`config.mk`:
```
export PLATFORM = sky130hd
export DESIGN_NAME = rr_lock_arbiter
export DESIGN_NICKNAME = d
export VERILOG_FILES = /design/src/rtl/rr_lock_arbiter.sv
export SDC_FILE = /design/constraint.sdc
export NUM_CORES = 1
export LEC_CHECK = 0
export ABC_AREA = 1
export CELL_PAD_IN_SITES_DETAIL_PLACEMENT = 1
export CELL_PAD_IN_SITES_GLOBAL_PLACEMENT = 1
export CORE_MARGIN = 3
export CORE_UTILIZATION = 38
export DETAILED_ROUTE_END_ITERATION = 6
export PLACE_DENSITY_LB_ADDON = 0.25
export SLEW_MARGIN = 15
export SYNTH_ARGS = -nofsm -noshare
export SYNTH_HDL_FRONTEND = slang
export SYNTH_SLANG_ARGS = --single-unit
```
`constraint.sdc`:
```
create_clock -name clk_i -period 3.7 [get_ports clk_i]
set_clock_uncertainty 0.2 [all_clocks]
set_input_delay 0.37 -clock clk_i [delete_from_list [all_inputs] [get_ports clk_i]]
set_output_delay 0.37 -clock clk_i [all_outputs]
set_load 0.005 [all_outputs]
```
`src/rtl/rr_lock_arbiter.sv`:
```
// rtl/rr_lock_arbiter.sv - wormhole packet arbiter with static/round-robin priority and hold timeout
module rr_lock_arbiter #(
    parameter int IN_N     = 5,
    parameter int HOLD_MAX = 0,
    parameter int CNT_W    = 8
) (
    input  logic                     clk_i,
    input  logic                     rst_i,
    input  logic [IN_N-1:0]          req_i,
    input  logic [IN_N-1:0]          last_i,
    input  logic                     ready_i,
    input  logic                     rr_mode_i,
    output logic [$clog2(IN_N)-1:0]  grant_o,
    output logic [IN_N-1:0]          grant_oh_o,
    output logic                     grant_vld_o,
    output logic                     xfer_o,
    output logic                     timeout_o
);

    localparam int                GW       = $clog2(IN_N);
    localparam logic [GW:0]       N_EXT    = (GW+1)'(IN_N);
    localparam logic [GW-1:0]     LAST_IDX = GW'(IN_N - 1);
    localparam logic [CNT_W-1:0]  HOLD_C   = CNT_W'(HOLD_MAX);
    localparam logic [IN_N-1:0]   OH_ONE   = IN_N'(1);

    typedef enum logic {ST_IDLE, ST_LOCKED} state_t;

    state_t            state_q, state_d;
    logic [GW-1:0]     grant_d;
    logic [IN_N-1:0]   oh_d;
    logic [GW-1:0]     ptr_q, ptr_d;
    logic [CNT_W-1:0]  cnt_q, cnt_d;

    logic [GW-1:0]     base;
    logic [GW:0]       idx;
    logic [GW-1:0]     win;
    logic [GW-1:0]     next_ptr;
    logic              sel_last;
    logic              tail_rel;
    logic              hold_hit;

    // Winner search: first requester at or above base, wrapping modulo IN_N.
    // Scanning from the far end down lets the closest hit overwrite later ones.
    always_comb begin
        base = rr_mode_i ? ptr_q : '0;
        win  = '0;
        idx  = '0;
        for (int i = IN_N - 1; i >= 0; i--) begin
            idx = {1'b0, base} + (GW+1)'(i);
            if (idx >= N_EXT) begin
                idx = idx - N_EXT;
            end
            if (req_i[idx[GW-1:0]]) begin
                win = idx[GW-1:0];
            end
        end
    end

    // Transfer / release qualifiers; the one-hot grant masks out non-granted inputs.
    assign grant_vld_o = (state_q == ST_LOCKED);
    assign sel_last    = |(last_i & grant_oh_o);
    assign xfer_o      = grant_vld_o & ready_i & (|(req_i & grant_oh_o));
    assign tail_rel    = xfer_o & sel_last;
    // A tail transfer on the timeout cycle wins, so it is reported as a normal release.
    assign hold_hit    = (HOLD_MAX != 0) && grant_vld_o && (cnt_q == HOLD_C) && !tail_rel;
    assign timeout_o   = hold_hit;
    assign next_ptr    = (grant_o == LAST_IDX) ? '0 : grant_o + GW'(1);

    // Next-state logic: arbitrate in IDLE, hold the lock until tail or timeout.
    always_comb begin
        state_d = state_q;
        grant_d = grant_o;
        oh_d    = grant_oh_o;
        ptr_d   = ptr_q;
        cnt_d   = cnt_q;
        case (state_q)
            ST_IDLE: begin
                cnt_d = '0;
                if (|req_i) begin
                    state_d = ST_LOCKED;
                    grant_d = win;
                    oh_d    = OH_ONE << win;
                end
            end
            ST_LOCKED: begin
                if (tail_rel || hold_hit) begin
                    state_d = ST_IDLE;
                    oh_d    = '0;
                    ptr_d   = next_ptr;
                    cnt_d   = '0;
                end else if (xfer_o) begin
                    cnt_d = '0;
                end else if ((HOLD_MAX != 0) && (cnt_q != HOLD_C)) begin
                    cnt_d = cnt_q + CNT_W'(1);
                end
            end
            default: begin
                state_d = ST_IDLE;
            end
        endcase
    end

    // State, grant, pointer and stall counter registers.
    always_ff @(posedge clk_i) begin
        if (rst_i) begin
            state_q    <= ST_IDLE;
            grant_o    <= '0;
            grant_oh_o <= '0;
            ptr_q      <= '0;
            cnt_q      <= '0;
        end else begin
            state_q    <= state_d;
            grant_o    <= grant_d;
            grant_oh_o <= oh_d;
            ptr_q      <= ptr_d;
            cnt_q      <= cnt_d;
        end
    end

endmodule

```
==> results_dict.tcl, run 1 <==
set metrics [dict create \
    ys_seq_elements 12 \
    globalRoute.totalOverflow 0 \
    min_to "ptr_q[1]" \
    critPathBufInv 3 \
    worstSetupPathType "input port to flip-flop" \
    path_cells "clkdlybuf4s50_1, nand2_1, inv_1, ha_1, inv_1, nand2_1, o21ai_1, nand2_1, nand2_2, nand2_1, nand3_1, nand2_1, nand2_1, nand2_2, nor2_1, nand2_1, nand3_1, nor2_1, nor2_1, nor2_1" \
    yosys_warnings 0 \
    slowest_stage "clkdlybuf4s50_1" \
    cts-root-buf "clkbuf_8" \
    arrival_ns 3.22 \
    grt_usage_pct 23.5 \
    postRouteAntennaNets 0 \
    cp.required_ns 3.61 \
    rsz0062_at_grt "no" \
    dp_hpwl_um 4140 \
    synth-compound-area-share_pct 13.8 \
    p_total_uw 394 \
    dieWidth_um 67.5 \
    initial_core_util_pct 41.1 \
    synth_xor_area_share_pct 0.610 \
    status "complete, no violations" \
    hold_violations 0 \
    min_path_cells 2 \
    r2r_start "ptr_q[1]" \
    grt_max_degree 12 \
    setup_viol 0 \
    rows 21 \
    yosysTopAreaCell "nand2_1" \
    synthDistinctLibCells 28 \
    area_growth_syn_to_layout_pct 23.4 \
    drt_iter0_drc 111 \
    dp_cells 328 \
    cp_top_family "simple AND/OR/NAND/NOR gates" \
    synthAdderAreaFrac_pct 7.85 \
    post_cts_buffers 0 \
    critical_path_depth 20 \
    port-buffer-count 23 \
    drc_errors 0 \
    postCtsHoldBufs 0 \
    grt_pass1_wl_um 8070 \
    routed_wl_um 5030 \
    die-area_um2 4550 \
    cts.sinks 12 \
    ios 25 \
    htreeDepth 1 \
    syn_nets 283 \
    synth_top_family_by_area "simple AND/OR/NAND/NOR gates" \
    power.leakage_uw 0.000933 \
    wl_per_cell_um 15.1 \
    synth_cells 260 \
    yosys.area_share.simple_pct 50.2 \
    synth_area_leaders "nand2_1 (24%), dfxtp_1 (17%), nand3_1 (13%)" \
    instances_no_fill 332 \
    p_per_area_nw_per_um2 223 \
    tns_ns 0 \
    final_nets 310 \
    rr_worst_depth 19 \
    first_pass_iters 4 \
    yosysTopAreaCellShare_pct 23.8 \
    min_period_ns 3.31 \
    max_freq_ghz 0.302 \
    max_stage_delay_ns 0.52 \
    cts_tree "yes" \
    cts.clk_slew.worst_paths_ns 0.05 \
    layout-drive-gt1-share_pct 9.09 \
    antenna_cells 0 \
    critPathMaxFanout 10 \
    synth_area_um2 1440 \
    r2r-end "grant_oh_o[3]" \
    cts_resized 0 \
    fillers 500 \
    maxSlewViolCount 0 \
    yosysSeqAreaShare_pct 16.7 \
    maxCapViolCount 0 \
    cts_buffers 3 \
    cpMostUsedCell "nand2_1" \
    grt_pass1_vias 1644 \
    gp_congestion 0.855 \
    fin_util_pct 50.7 \
    vias_per_cell 5.33 \
    antenna_found_initial 0 \
    r2r_slack_ns 0.80 \
    cp-start-kind "input port" \
    vdd_drop_max_mv 0.193 \
    core_um2 3490 \
    fin_crit_sh_pct 89.4 \
    syn_avg_cell_area_um2 5.52 \
    hold_class "flip-flop to flip-flop" \
    synthMuxAreaShare_pct 0 \
    die_h_um 67.5 \
    cts_max_path_buffers 2 \
    route.vias.total 1770 \
    min-delay-start "ptr_q[1]" \
    clk_latency_ns 0.24 \
    endpoint_kind "flip-flop" \
]
## metrics by stage
stage / worst slack [ns] / hold WS (ns) / instance area (um^2)
global route: 0.0781 / 0.303 / 1770
global placement: 0.307 / 0.271 / 1720
finish: 0.392 / 0.283 / 1770
floorplan: 1.22 / 0.246 / 1440
CTS: 0.417 / 0.292 / 1770
detailed placement: 0.156 / 0.284 / 1720
## worst min-delay path, delay by kind of cell, from the launching register on
family          cells  cell delay [ns]
flops               1             0.31
simple gates        1             0.06
compound gates      1             0.06
## report_power, final
part,total [uW],internal (uW),switching [uW]
Clock,145,94.1,50.8
Combinational,106,45.4,61.0
Sequential,143,136,7.34
## cells in the final DEF, fill, tap and decap left out, types with 2 or more instances in the layout
cell             Yosys  final
nand2_1             91     91
nand3_1             38     38
inv_1               30     30
clkdlybuf4s50_1      0     23
nor2_1              20     20
a21oi_1             17     17
dfxtp_1             12     12
ha_1                 9      9
nand2_2              7      7
o21ai_1              5      5
o21ai_0              4      4
nor2_2               4      4
clkbuf_8             0      4
inv_2                3      3
o21ai_2              3      3
a221oi_1             2      2
nand4_1              2      2
buf_4                1      2
## cell type report
| class | instances | area [um^2] | share of cell area [%] |
|---|---|---|---|
| tap | 46 | 57.6 | 3.25 |
| inverter | 34 | 129 | 7.28 |
| clock buffer | 4 | 55.1 | 3.11 |
| sequential | 12 | 240 | 13.6 |
| timing repair buffer | 25 | 245 | 13.9 |
| multi-input combinational | 211 | 1040 | 58.9 |
## kinds of logic after synthesis
group | count (synthesis)
xor gates and xnor gates | 1
and+or+nand+nor | 166
DFF | 12
other | 1
buffers and inverters | 37
adders and majority gates | 9
AOI/OAI and AO/OA | 34
## Yosys cell counts (all sizes together)
| cell | number |
|---|---|
| a211oi | 1 |
| a21oi | 17 |
| a221oi | 2 |
| and3 | 1 |
| buf | 2 |
| clkbuf | 1 |
| clkinv | 1 |
| conb | 1 |
| dfxtp | 12 |
| ha | 9 |
| inv | 33 |
| nand2 | 99 |
| nand3 | 39 |
| nand4 | 2 |
| nor2 | 24 |
| nor3 | 1 |
| o211ai | 1 |
| o21ai | 12 |
| o2bb2ai | 1 |
| xor2 | 1 |
## sequential cells by signal (all words and copies together), names as in the netlist
register	count
grant_o	3
ptr_q	3
grant_vld_o	1
grant_oh_o	5
## worst max path at each step
stage,endpoint,start
floorplan,grant_oh_o[3],rr_mode_i
CTS,grant_oh_o[3],rr_mode_i
detailed placement,grant_oh_o[3],rr_mode_i
finish,grant_oh_o[3],rr_mode_i
global route,grant_oh_o[3],rr_mode_i
global placement,grant_oh_o[3],rr_mode_i
## routing by layer
layer	vias to the layer above	GRT usage, %	routed length [um]
li1	891	-	-
met1	845	34.0	2490
met2	32	38.4	2330
met3	2	3.16	205
met4	0	2.03	2
met5	-	0	0
(Power assumes the default switching activity.)
==> run 2: changes to the inputs <==
TNS_END_PERCENT = 20   (was not set)
==> results of run 2 <==
No change in the layout: final DEF, timing and power equal those of run 1.
==> run 3: changes to the inputs <==
ABC_CLOCK_PERIOD_IN_PS = 3700   (was not set)
GPL_TIMING_DRIVEN = 0   (was not set)
==> run 3 against run 2 <==
Compared with the run above:
- first-iteration DRC count decreased by 12%
- cell area increased by 0.57%
- critical endpoint unchanged
- non-clock buffer count increased by 1
- largest cell class unchanged
==> results_dict.tcl, run 3 (same netlist as run 1, synthesis figures left out) <==
set metrics [dict create \
    power.leakage_uw 0.000938 \
    cpMostUsedCell "nand2_1" \
    max_stage_delay_ns 0.63 \
    clk_latency_ns 0.24 \
    r2r_start "ptr_q[0]" \
    globalRoute.totalOverflow 0 \
    cts-root-buf "clkbuf_8" \
    cp_top_family "simple AND/OR/NAND/NOR gates" \
    die_h_um 67.5 \
    fin_crit_sh_pct 86.6 \
    rsz0062_at_grt "no" \
    cp.required_ns 3.68 \
    fillers 507 \
    path_cells "clkdlybuf4s50_1, nand2_2, ha_1, nand2_1, nand2_4, o21ai_0, nand3_1, nand2_1, nand2_1, nand2_2, nor2_1, nand2_1, nand2_1, nand2_1, nand3_1, nor2_1, nor2_1, nor2_1" \
    critPathBufInv 1 \
    layout-drive-gt1-share_pct 9.41 \
    maxCapViolCount 0 \
    port-buffer-count 23 \
    gp_congestion 0.808 \
    worstSetupPathType "input port to flip-flop" \
    cts.sinks 12 \
    grt_pass1_wl_um 8010 \
    routed_wl_um 4810 \
    multi_input_comb_area_um2 1050 \
    antenna_found_initial 0 \
    vdd_drop_max_mv 0.175 \
    largest_registers "grant_oh_o: 5 flops, grant_o: 3 flops, ptr_q: 3 flops" \
    final_common_cell "nand2_1" \
    drc_errors 0 \
    cts_buffers 3 \
    critPathMaxFanout 10 \
    largest-register "grant_oh_o" \
    crit_start "rr_mode_i" \
    rows 21 \
    final_area_um2 1780 \
    min-delay-start "ptr_q[1]" \
    hold_violations 0 \
    dp_hpwl_um 3920 \
    arrival_ns 3.18 \
    instances_no_fill 333 \
    area_growth_syn_to_layout_pct 24.1 \
    core_um2 3490 \
    grt_usage_pct 23.0 \
    cts_max_path_buffers 2 \
    tns_ns 0 \
    status "complete, no violations" \
    layout_common_cells "nand2_1 (90), nand3_1 (38), inv_1 (30)" \
    whs_ns 0.282 \
    final_nets 311 \
    largest_reg_flops 5 \
    hold_class "flip-flop to flip-flop" \
    first_pass_iters 4 \
    fin_util_pct 50.9 \
    setup_viol 0 \
    wl_per_cell_um 14.4 \
    dp_cells 329 \
    drt_iter0_drc 98 \
    dieWidth_um 67.5 \
    max_freq_ghz 0.312 \
    postRouteAntennaNets 0 \
    cp-start-kind "input port" \
    min_period_ns 3.21 \
    route.vias.total 1724 \
    ios 25 \
    die-area_um2 4550 \
    endpoint_kind "flip-flop" \
    dpl-instance-area_um2 1720 \
    cts.clk_slew.worst_paths_ns 0.05 \
    slowest_stage "clkdlybuf4s50_1" \
    initial_core_util_pct 41.1 \
    vias_per_cell 5.18 \
    antenna_cells 0 \
    p_per_area_nw_per_um2 220 \
    postCtsHoldBufs 0 \
    grt_pass1_vias 1688 \
    grt_max_degree 11 \
    maxSlewViolCount 0 \
    seq_area_um2 240 \
    htreeDepth 1 \
    cts_tree "yes" \
]
run 3: changes by cell type in the layout (fill, tap and decap cells not counted), sizes merged:
| cell | delta |
|---|---|
| clkbuf | +1 |
run 3: final timing paths:
check | endpoint | slack (ns) | cells past startpoint
worst max-delay path | grant_oh_o[3] | 0.49 | 18
worst min-delay path | ptr_q[1] | 0.28 | 2
worst max register to register | grant_oh_o[3] | 0.91 | 18
worst min register to register | ptr_q[1] | 0.28 | 2
run 3: through the flow:
step / power, uW / worst slack, ns
2_1_floorplan: 201 / 1.22
3_3_place_gp: 247 / 0.185
3_5_place_dp: 249 / 0.137
4_1_cts: 394 / 0.372
5_1_grt: 418 / 0.155
6_report: 392 / 0.495
run 3: cell type report:
type	count	area share, %
multi-input combinational	211	58.7
sequential	12	13.5
timing repair buffer	23	12.9
inverter	34	7.24
tap	46	3.23
clock buffer	4	3.09
buffer	3	1.26
run 3: routing by layer:
layer | wire length [um] | vias to the layer above | GRT usage, %
met2 | 2160 | 28 | 37.1
met4 | 42 | 0 | 3.54
li1 | - | 889 | -
met1 | 2450 | 801 | 32.6
met3 | 150 | 6 | 3.66
met5 | 0 | - | 0
run 3: what timing repair did:
action                                  in CTS  in global routing
endpoints found under the hold margin        0                  0
resized for setup                            0                  1
setup buffers                                0                  0
endpoints found under the setup margin       0                  1
run 3: report_power, final:
part / total [uW] / internal [uW] / switching [uW]
clock network: 144 / 94.1 / 49.6
registers: 143 / 136 / 6.95
logic: 106 / 46.3 / 59.3
run 3: tightest hold or removal path: cells and delay by family (launching register included):
kind	cells	cell delay, ns
flip-flops	1	0.31
AND/OR/NAND/NOR	1	0.06
AO/OA/AOI/OAI	1	0.06
